===== src/rtl/down_counter_timer.sv =====
// down_counter_timer: loadable down-counter with a one-cycle done pulse and
// optional periodic reload.
//   clk          rising-edge system clock
//   rst_n        asynchronous active-low reset
//   start        load load_val and begin counting (honoured in IDLE/DONE)
//   load_val     start/reload value, sampled when start is accepted
//   en           count enable; low while running pauses the count
//   auto_reload  sampled in DONE: reload the latched value and keep running
//   abort        return to IDLE at once, no done pulse
//   cnt_o        current count
//   busy_o       high whenever the timer is not idle
//   done_o       one-cycle pulse on reaching zero
module down_counter_timer #(
  parameter int unsigned CNT_WIDTH = 7
) (
  input  logic                 clk,
  input  logic                 rst_n,
  input  logic                 start,
  input  logic [CNT_WIDTH-1:0] load_val,
  input  logic                 en,
  input  logic                 auto_reload,
  input  logic                 abort,
  output logic [CNT_WIDTH-1:0] cnt_o,
  output logic                 busy_o,
  output logic                 done_o
);

  typedef enum logic [1:0] {
    IDLE = 2'd0,
    RUN  = 2'd1,
    DONE = 2'd2
  } state_t;

  state_t               state_q, state_d;
  logic [CNT_WIDTH-1:0] cnt_q, cnt_d;
  logic [CNT_WIDTH-1:0] reload_q, reload_d;

  // State register
  always_ff @(posedge clk or negedge rst_n) begin
    if (!rst_n) begin
      state_q <= IDLE;
    end else begin
      state_q <= state_d;
    end
  end

  // Next state and datapath; priority is abort > start > en/auto_reload
  always_comb begin
    state_d  = state_q;
    cnt_d    = cnt_q;
    reload_d = reload_q;
    if (abort) begin
      state_d = IDLE;
      cnt_d   = '0;
    end else begin
      unique case (state_q)
        IDLE: begin
          if (start) begin
            cnt_d    = load_val;
            reload_d = load_val;
            state_d  = (load_val != '0) ? RUN : DONE;
          end
        end
        RUN: begin
          // start is ignored while running
          if (en) begin
            if (cnt_q > CNT_WIDTH'(1)) begin
              cnt_d = cnt_q - CNT_WIDTH'(1);
            end else begin
              cnt_d   = '0;
              state_d = DONE;
            end
          end
        end
        DONE: begin
          if (start) begin
            cnt_d    = load_val;
            reload_d = load_val;
            state_d  = (load_val != '0) ? RUN : DONE;
          end else if (auto_reload && (reload_q != '0)) begin
            cnt_d   = reload_q;
            state_d = RUN;
          end else begin
            cnt_d   = '0;
            state_d = IDLE;
          end
        end
        default: begin
          state_d = IDLE;
          cnt_d   = '0;
        end
      endcase
    end
  end

  // Count, reload value and registered status flags
  always_ff @(posedge clk or negedge rst_n) begin
    if (!rst_n) begin
      cnt_q    <= '0;
      reload_q <= '0;
      busy_o   <= 1'b0;
      done_o   <= 1'b0;
    end else begin
      cnt_q    <= cnt_d;
      reload_q <= reload_d;
      busy_o   <= (state_d != IDLE);
      done_o   <= (state_d == DONE);
    end
  end

  assign cnt_o = cnt_q;

endmodule


===== config.mk =====
export PLATFORM = sky130hd
export DESIGN_NAME = down_counter_timer
export DESIGN_NICKNAME = d
export VERILOG_FILES = /design/src/rtl/down_counter_timer.sv
export SDC_FILE = /design/constraint.sdc
export NUM_CORES = 1
export LEC_CHECK = 0
export ABC_AREA = 1
export BUFFER_PORTS_ARGS = -buffer_cell sky130_fd_sc_hd__buf_2
export CAP_MARGIN = 20
export CORE_ASPECT_RATIO = 1.25
export CORE_MARGIN = 2
export CORE_UTILIZATION = 40
export CTS_BUF_LIST = sky130_fd_sc_hd__clkbuf_8
export DETAILED_ROUTE_END_ITERATION = 10
export SLEW_MARGIN = 20
export SYNTH_ARGS = -nofsm -noshare
export SYNTH_HDL_FRONTEND = slang
export SYNTH_SLANG_ARGS = --single-unit

===== constraint.sdc =====
create_clock -name clk -period 1.75 [get_ports clk]
set_input_delay 0.525 -clock clk [delete_from_list [all_inputs] [get_ports clk]]
set_output_delay 0.525 -clock clk [all_outputs]
set_load 0.01 [all_outputs]

==> metrics.csv <==
metric,value,unit
outcome,completed,
fin_util,48.61,%
grt_pass1_vias,1083,
grt_max_degree,19,
swShare,36.14,%
ys_seq_area_share,37.50,%
min_path_type,input pin to asynchronous set/reset pin,
syn_inst,169,
crit_family,simple AND/OR/NAND/NOR gates,
fin_crit,1.406,ns
root_buffer,clkbuf_8,
syn_nets,184,
hold_violations,0,
clock-sinks,18,
chipHeight,65.27,um
fmax,0.7114,GHz
grtUsageTotal,18.94,%
synth_ff_type,dfrtp_1,
dp_hpwl,2.296,mm
drive_gt1_share,25.39,%
cellPowerDensity,942.7,nW/um^2
crit_required,1.90,ns
p_comb_share,33.2,%
rsz0062_at_grt,false,
path_class,register to register,
start_kind,register,
end_kind,register,
wl_per_cell,12.28,um
avgSynthCellArea,7.107,um^2
yosys_warnings,0,
synth_top_area_share,37.50,%
dieArea,3460,um^2
routed_wl,2.811,mm
timing.setup.tns,0,ns
setup_viol,0,
gp_congestion,0.8982,
worstPathCellList,inv_1 -> ha_1 -> nor2_1 -> nor2_2 -> nor2_4 -> nand2_1 -> nand3_1 -> nand2_1 -> o21ai_2,
crit_buf_inv,1,
seqPwrFrac,41.2,%
path_clk_slew,0.07,ns
synth_edf_count,0,
num_vias,1144,
grt_overflow_total,0,
period_share,80.33,%
synth_area,1201,um^2
drtIter0Drc,25,
slew_violations,0,
vias_per_cell,4.996,
clk_latency,0.25,ns
yosysMostFrequentCell,nand2_1,
portBuffers,21,
cp_max_fo,6,
area_delta_synth_final,16.98,%
internal_power,845.8,uW
synth.area.top_cells,"dfrtp_1, nand2_1, nand3_1",
power.share.clock,25.6,%
arrival,1.55,ns
num-nets-final,209,
firstDrtPassIters,4,
reg2reg_depth,9,
tightest_slew,0.4190,ns
cts_resized,0,
htree_levels,1,
async_flop_share,100.0,%
ys_ff_latch,18,
yosys-top-cells-count,"nand2_1, inv_1, nand3_1",
rows,22,
core_area,2890,um^2
post_cts_buffers,0,
start_util,41.56,%
diodes,0,
switching_power,478.8,uW
relSlewSlack,72.07,%
max-vdd-ir-drop,0.0003962,V
ant_nets,0,
hold_slack,0.1990,ns
antenna_found_initial,0,
total_leakage_power,0.7449,nW
crit_path_frequent_cell,nand2_1,
fin_skew,0.006550,ns
synth_cell_types,25,
slowest_delay,0.39,ns
cts_hold_buf,0,
cp_num_cells,9,
cts_made_buffers,3,
critical-path-slowest-cell,dfrtp_1,
tritoncts,done,
die_w,53.02,um
num-fill-cells,312,
synth_area_leader_cell,dfrtp_1,
num_io_pins,22,
grt_pass1_wl,4.885,mm
drt_drc_violations_left,0,
drv_cap,0,
cts.path.max_buffers,2,
==> stage by stage <==
step                      cells  cell area (um^2)  power [mW]  setup WS [ns]
after detailed placement    225              1350      0.9967        0.09054
after CTS                   229              1405       1.343         0.3215
after floorplan             169              1201      0.8633         0.3934
after global placement      225              1350      0.9941        0.09864
after global routing        229              1405       1.436         0.1857
final                       229              1405       1.325         0.3443
==> final cells by class <==
type                            instances  area [um^2]  area share, %
Inverter                               25        96.34          6.857
Tap cell                               36        45.04          3.206
Sequential cell                        18        450.4          32.06
Timing Repair Buffer                   22        112.6          8.014
Clock buffer                            4        55.05          3.918
Multi-Input combinational cell        124        645.6          45.95
==> layout by cell type (no fill, tap or decap), drive strengths merged <==
master  netlist  layout
nand2        54      54
inv          25      25
buf           1      22
nand3        20      20
dfrtp        18      18
nor2         16      16
o21ai        15      15
nand4         5       5
clkbuf        1       4
o211ai        4       4
nor3          2       2
xor2          2       2
mux2          2       2
ha            2       2
a21oi         2       2
==> flip-flops by register name, indices dropped and copies added, names as in the netlist <==
name	flops
state_q	2
busy_o	1
cnt_o	7
reload_q	7
done_o	1
==> final timing paths <==
| kind | startpoint | endpoint | slack [ns] |
|---|---|---|---|
| worst min register to register | reload_q[0] | reload_q[0] | 0.53 |
| max in group asynchronous | rst_n | reload_q[4] | 1.26 |
| worst max-delay path | cnt_o[1] | cnt_o[2] | 0.34 |
| worst min-delay path | rst_n | reload_q[3] | 0.20 |
| worst max register to register | cnt_o[1] | cnt_o[2] | 0.34 |
| min in group clk | reload_q[0] | reload_q[0] | 0.53 |
==> routing by layer <==
metal | GRT usage, % | part of all wire (%)
met1 | 24.86 | 47
met2 | 32.03 | 50
met3 | 2.727 | 2.9
met4 | 5.128 | 0.60
met5 | 0 | 0
==> kinds of logic after synthesis <==
family | count (synthesis) | synth area share, %
simple gates | 97 | 36.77
fa+ha+maj | 2 | 2.083
buf+inv | 27 | 8.750
xor+xnor | 2 | 1.459
compound gates | 21 | 11.56
flops | 18 | 37.50
mux | 2 | 1.875
==> power by group through the flow <==
stage / Combinational [mW] / Clock, mW / Sequential (mW)
after floorplan: 0.310 / 0 / 0.553
after global placement: 0.443 / 0 / 0.552
after detailed placement: 0.443 / 0 / 0.554
after CTS: 0.445 / 0.352 / 0.546
after global routing: 0.506 / 0.374 / 0.557
final: 0.440 / 0.339 / 0.546
No activity file was read; power rests on OpenSTA's default activity.
